<file path="src/rtl/palindrome_pkg.sv">
// Shared defaults, FSM state encoding and index-width helper for the palindrome generator.
package palindrome_pkg;

  localparam int W_DEF     = 8;
  localparam int DEPTH_DEF = 8;
  localparam int IDX_W_DEF = $clog2(DEPTH_DEF);

  typedef enum logic [1:0] {
    LOAD = 2'd0,
    FWD  = 2'd1,
    REV  = 2'd2
  } state_e;

  function automatic int idx_w(input int depth);
    return $clog2(depth);
  endfunction

endpackage

</file>
<file path="src/rtl/palindrome_if.sv">
// Upstream byte stream, downstream palindrome stream and overflow flag of the generator.
interface palindrome_if
  import palindrome_pkg::*;
#(
  parameter int W = W_DEF
);

  logic         in_valid;
  logic [W-1:0] in_data;
  logic         in_last;
  logic         in_odd;
  logic         in_ready;
  logic         out_valid;
  logic [W-1:0] out_data;
  logic         out_last;
  logic         out_ready;
  logic         ovf;

  modport master (
    output in_valid, in_data, in_last, in_odd, out_ready,
    input  in_ready, out_valid, out_data, out_last, ovf
  );

  modport slave (
    input  in_valid, in_data, in_last, in_odd, out_ready,
    output in_ready, out_valid, out_data, out_last, ovf
  );

endinterface

</file>
<file path="src/rtl/palindrome_buf.sv">
// Half-sequence storage: DEPTH x W registers, one synchronous write port, one combinational read port.
module palindrome_buf
  import palindrome_pkg::*;
#(
  parameter int W     = W_DEF,
  parameter int DEPTH = DEPTH_DEF,
  parameter int IW    = idx_w(DEPTH)
) (
  input  logic          clk,
  input  logic          we,
  input  logic [IW-1:0] waddr,
  input  logic [W-1:0]  wdata,
  input  logic [IW-1:0] raddr,
  output logic [W-1:0]  rdata
);

  // Contents are only read after being written, so no reset is needed.
  logic [W-1:0] mem [DEPTH];

  always_ff @(posedge clk) begin
    if (we) begin
      mem[waddr] <= wdata;
    end
  end

  assign rdata = mem[raddr];

endmodule

</file>
<file path="src/rtl/palindrome_gen.sv">
// Loads a half-sequence and replays it forward then mirrored to form a palindrome.
module palindrome_gen
  import palindrome_pkg::*;
#(
  parameter int W     = W_DEF,
  parameter int DEPTH = DEPTH_DEF
) (
  input logic         clk,
  input logic         rst_n,
  palindrome_if.slave bus
);

  // state | meaning
  // LOAD  | accepting half-sequence bytes into the buffer
  // FWD   | emitting buf[0..len-1]
  // REV   | emitting the mirrored tail; idx==0 closes the palindrome
  localparam int IW = idx_w(DEPTH);

  localparam logic [1:0]    S_LOAD  = 2'(LOAD);
  localparam logic [1:0]    S_FWD   = 2'(FWD);
  localparam logic [1:0]    S_REV   = 2'(REV);
  localparam logic [IW-1:0] CNT_MAX = IW'(DEPTH - 1);
  localparam logic [IW-1:0] IDX_ONE = IW'(1);
  localparam logic [IW:0]   LEN_ONE = 1;

  logic [1:0]    state;
  logic [IW-1:0] cnt;
  logic [IW-1:0] idx;
  logic [IW:0]   len;
  logic          odd;

  logic          in_hs;
  logic          out_hs;
  logic          at_cap;
  logic          load_end;
  logic          idx_at_end;
  logic          single_odd;
  logic [IW:0]   len_m1;

  assign bus.in_ready  = (state == S_LOAD);
  assign bus.out_valid = (state == S_FWD) || (state == S_REV);

  assign in_hs      = bus.in_valid && bus.in_ready;
  assign out_hs     = bus.out_valid && bus.out_ready;
  assign at_cap     = (cnt == CNT_MAX);
  assign load_end   = in_hs && (bus.in_last || at_cap);
  assign len_m1     = len - LEN_ONE;
  assign idx_at_end = ({1'b0, idx} == len_m1);
  assign single_odd = odd && (len == LEN_ONE);

  // Truncation pulse coincides with the accept of the byte that fills the buffer.
  assign bus.ovf = in_hs && at_cap && !bus.in_last;

  assign bus.out_last = ((state == S_FWD) && single_odd) ||
                        ((state == S_REV) && (idx == '0));

  palindrome_buf #(
    .W     (W),
    .DEPTH (DEPTH),
    .IW    (IW)
  ) u_buf (
    .clk   (clk),
    .we    (in_hs),
    .waddr (cnt),
    .wdata (bus.in_data),
    .raddr (idx),
    .rdata (bus.out_data)
  );

  always_ff @(posedge clk or negedge rst_n) begin
    if (!rst_n) begin
      state <= S_LOAD;
      cnt   <= '0;
      idx   <= '0;
      len   <= '0;
      odd   <= 1'b0;
    end else begin
      case (state)
        S_LOAD: begin
          if (load_end) begin
            len   <= {1'b0, cnt} + LEN_ONE;
            odd   <= bus.in_last && bus.in_odd;
            idx   <= '0;
            cnt   <= '0;
            state <= S_FWD;
          end else if (in_hs) begin
            cnt <= cnt + IDX_ONE;
          end
        end
        S_FWD: begin
          if (out_hs) begin
            if (!idx_at_end) begin
              idx <= idx + IDX_ONE;
            end else if (single_odd) begin
              state <= S_LOAD;
            end else begin
              // Odd length skips the centre byte on the way back.
              state <= S_REV;
              if (odd) begin
                idx <= idx - IDX_ONE;
              end
            end
          end
        end
        S_REV: begin
          if (out_hs) begin
            if (idx != '0) begin
              idx <= idx - IDX_ONE;
            end else begin
              state <= S_LOAD;
            end
          end
        end
        default: state <= S_LOAD;
      endcase
    end
  end

endmodule
</file>
<file path="src/flat_wrapper.sv">
// flat-port wrapper written by rule: the top's interface ports become plain ports
module palindrome_gen_flat import palindrome_pkg::*;
#(
  parameter int W     = W_DEF,
  parameter int DEPTH = DEPTH_DEF
)
  (clk, rst_n, bus_in_valid, bus_in_data, bus_in_last, bus_in_odd, bus_out_ready, bus_in_ready, bus_out_valid, bus_out_data, bus_out_last, bus_ovf);
  palindrome_if #(.W(W)) bus_i ();
  input logic clk;
  input logic rst_n;
  input wire logic [$bits(bus_i.in_valid)-1:0] bus_in_valid;
  input wire logic [$bits(bus_i.in_data)-1:0] bus_in_data;
  input wire logic [$bits(bus_i.in_last)-1:0] bus_in_last;
  input wire logic [$bits(bus_i.in_odd)-1:0] bus_in_odd;
  input wire logic [$bits(bus_i.out_ready)-1:0] bus_out_ready;
  output wire logic [$bits(bus_i.in_ready)-1:0] bus_in_ready;
  output wire logic [$bits(bus_i.out_valid)-1:0] bus_out_valid;
  output wire logic [$bits(bus_i.out_data)-1:0] bus_out_data;
  output wire logic [$bits(bus_i.out_last)-1:0] bus_out_last;
  output wire logic [$bits(bus_i.ovf)-1:0] bus_ovf;
  assign bus_i.in_valid = bus_in_valid;
  assign bus_i.in_data = bus_in_data;
  assign bus_i.in_last = bus_in_last;
  assign bus_i.in_odd = bus_in_odd;
  assign bus_i.out_ready = bus_out_ready;
  assign bus_in_ready = bus_i.in_ready;
  assign bus_out_valid = bus_i.out_valid;
  assign bus_out_data = bus_i.out_data;
  assign bus_out_last = bus_i.out_last;
  assign bus_ovf = bus_i.ovf;
  palindrome_gen #(.W(W), .DEPTH(DEPTH)) u_core (.clk(clk), .rst_n(rst_n), .bus(bus_i));
endmodule
</file>
<file path="config.mk">
export PLATFORM = sky130hd
export DESIGN_NAME = palindrome_gen_flat
export DESIGN_NICKNAME = d
export VERILOG_FILES = /design/src/rtl/palindrome_pkg.sv /design/src/rtl/palindrome_if.sv /design/src/rtl/palindrome_buf.sv /design/src/rtl/palindrome_gen.sv /design/src/flat_wrapper.sv
export SDC_FILE = /design/constraint.sdc
export NUM_CORES = 1
export LEC_CHECK = 0
export CORE_MARGIN = 4
export CORE_UTILIZATION = 45
export DETAILED_ROUTE_END_ITERATION = 10
export HOLD_SLACK_MARGIN = 0.12
export PLACE_DENSITY = 0.62
export SYNTH_ARGS = -nofsm -noshare
export SYNTH_HDL_FRONTEND = slang
export SYNTH_HIERARCHICAL = 1
export SYNTH_SLANG_ARGS = --single-unit
export TNS_END_PERCENT = 50
</file>
<file path="constraint.sdc">
create_clock -name clk -period 2.9 [get_ports clk]
set_input_delay 0.435 -clock clk [delete_from_list [all_inputs] [get_ports clk]]
set_output_delay 0.435 -clock clk [all_outputs]
set_load 0.02 [all_outputs]
</file>
==> results.toml <==
[status]
outcome = "completed"

[setup_path]
path_class = "flop to primary output"
start_kind = "flop"
timing.rr.end = "u_core/idx[0]"
end_kind = "primary output"
r2r_cells = 7
r2r_slack_ns = 0.67
worstPathRequired_ns = 2.47
arrival_ns = 2.30
max_stage_delay_ns = 0.58
r2r-start = "u_core/cnt[0]"
crit_chain = "buf_12 > mux4_1 > mux2_2 > clkdlybuf4s50_1"
path_max_fanout = 20
critPathSlowestCell = "mux4_1"

[clocking]
htreeDepth = 3
clock-sinks = 77
cts.repair.resized = 0
cts_tree = "built"
cts_buffer_depth = 2
post_cts_buffers = 0
cts-root-buf = "clkbuf_8"
clock_latency_ns = 0.34
hold_buffers = 0
cts_buffers = 9
cts.clk_slew.worst_paths_ns = 0.08

[power]
swShare = 0.340
p_leak_nw = 1.51
p_switching_mw = 1.22
p_int_mw = 2.37
power_frac_seq = 0.409
p_per_area_mw_per_mm2 = 881
p_comb_frac = 0.401
vdd_drop_max_v = 0.000415
p_clk_frac = 0.190

[synth]
yosysTopAreaCell = "edfxtp_1"
synth_top_area_share = 0.556
yosysWarnings = 6
synthTopCellsByArea = "edfxtp_1 (56%), mux4_1 (11%), dfrtp_1 (9.4%)"
syn_inst = 203
synth_area_per_cell_um2 = 17.0
ys_seq_area_frac = 0.650
synth_cell_types = 42
synth-seq-cells = 77
synth_area_mm2 = 0.00346
syn-num-nets = 228

[sta]
rsz0062_at_grt = "false"
relSlewSlack = 0.572
tns_ns = 0
finalCriticalPeriod_ns = 2.73
finalSetupViolCount = 0
hold_viol = 0
max_freq_mhz = 366
fin_skew_ns = 0.0101
worst_pin_slew_ns = 0.640
maxSlewViolCount = 0
hold_slack_ns = 0.487
final.setup.worst_slack_ns = 0.167
min_period_over_period = 0.943

[routing]
ant_nets = 0
first_pass_iters = 6
drc = 0
wl_per_cell_um = 17.8
vias_per_cell = 5.31
vias = 1870
drt_iter0_markers = 84
wirelength_um = 6260

[cells_and_area]
n_antenna_cell = 0
final_nets = 273
layout-drive-gt1-share = 0.186
areaGrowthSynthToFinish_pct = 17.7
post-route-util = 0.553
final_cell_mix = "edfxtp_1 (64), clkdlybuf4s50_1 (25), buf_4 (15), mux4_1 (15), nand2_1 (14)"
layout_commonest_cell = "edfxtp_1"

[die]
rows = 31
die_area_mm2 = 0.00915
core_mm2 = 0.00737
die_h_um = 95.7
die_x_um = 95.7
start_util = 0.469
ioPinCount = 26

[run]
maxCapViolations = 0

[grt]
first_global_vias = 1883
grt_overflow = 0
antenna_found_initial = 0
grt_pass1_wl_um = 9860
grt_max_degree = 21
track_usage = 0.151

[placement]
preCtsSetupSlack_ns = 0.492
gp_congestion = 0.793
port_buffers = 25
dp_hpwl_um = 4390

[min_path]
hp-class = "input port to asynchronous set/reset pin"
==> power by group through the flow <==
| stage | clock network [mW] | registers [mW] | logic, mW |
|---|---|---|---|
| after floorplan | 0 | 1.46 | 1.01 |
| after global placement | 0 | 1.49 | 1.44 |
| after detailed placement | 0 | 1.49 | 1.45 |
| after CTS | 0.708 | 1.47 | 1.46 |
| after global routing | 0.757 | 1.49 | 1.59 |
| final | 0.682 | 1.47 | 1.44 |
==> worst max-delay path, delay by kind of cell, from the launching register on <==
kind,cells,cell delay [ns]
muxes,2,0.86
buffers and inverters,2,0.73
DFF,1,0.37
==> state kept, by name (all words and copies together) (netlist names) <==
register          flops
u_core/u_buf/mem     64
u_core/state          2
u_core/cnt            3
u_core/len            4
u_core/idx            3
u_core/odd            1
==> worst max-delay path by stage <==
stage                     slack (ns)  depth (start not counted)             from                endpoint
final                           0.17                          4    u_core/idx[0]         bus_out_data[5]
after global routing            0.06                          4    u_core/idx[0]         bus_out_data[5]
after floorplan                 0.72                          6  u_core/state[0]  u_core/u_buf/mem[0][0]
after CTS                       0.12                          4    u_core/idx[0]         bus_out_data[1]
after detailed placement        0.49                          4    u_core/idx[0]         bus_out_data[1]
after global placement          0.50                          4    u_core/idx[0]         bus_out_data[1]
==> layer usage <==
metal  up-vias  track usage  part of all wire
li1        888            -                 -
met1       938        0.202              0.46
met5         -            0                 0
met3        10       0.0268             0.036
met2        34        0.243              0.49
met4         0       0.0640             0.012
==> cell usage after synthesis, drive strengths merged <==
cell	instances
mux4	16
edfxtp	64
inv	12
a32o	1
or4	1
clkbuf	2
nand2	14
o31a	1
dfrtp	13
and2	1
o21ai	10
mux2i	2
o221ai	1
nor3b	1
a222oi	2
and3	1
o211ai	1
nand3b	2
xor2	3
nand2b	3
buf	5
nand3	1
or2	2
nor2	8
o211a	2
ha	11
o41ai	1
nor3	5
o31ai	2
xnor2	2
mux2	11
nand4bb	1
a21oi	1
==> cells by family after synthesis <==
logic type / share of synthesized area
AND/OR/NAND/NOR: 0.0593
adder cells (fa/ha/maj): 0.0398
buffers and inverters: 0.0300
multiplexers: 0.162
XOR/XNOR: 0.0148
AO/OA/AOI/OAI: 0.0445
flip-flops: 0.650
==> final cells by class <==
type / instances / area, µm²
clock inverter: 7 / 41.3
multi-input combinational: 107 / 1110
clock buffer: 9 / 124
timing repair buffer: 41 / 383
inverter: 12 / 45.0
tap: 99 / 124
fill: 614 / 3300
sequential: 77 / 2250
==> per-stage QoR <==
stage,power (mW),instance area (µm²),cells
floorplan,2.47,3460,203
global placement,2.92,3910,336
detailed placement,2.95,3910,336
CTS,3.63,4070,352
global route,3.84,4070,352
finish,3.59,4070,352
No activity file was read; power rests on OpenSTA's default activity.
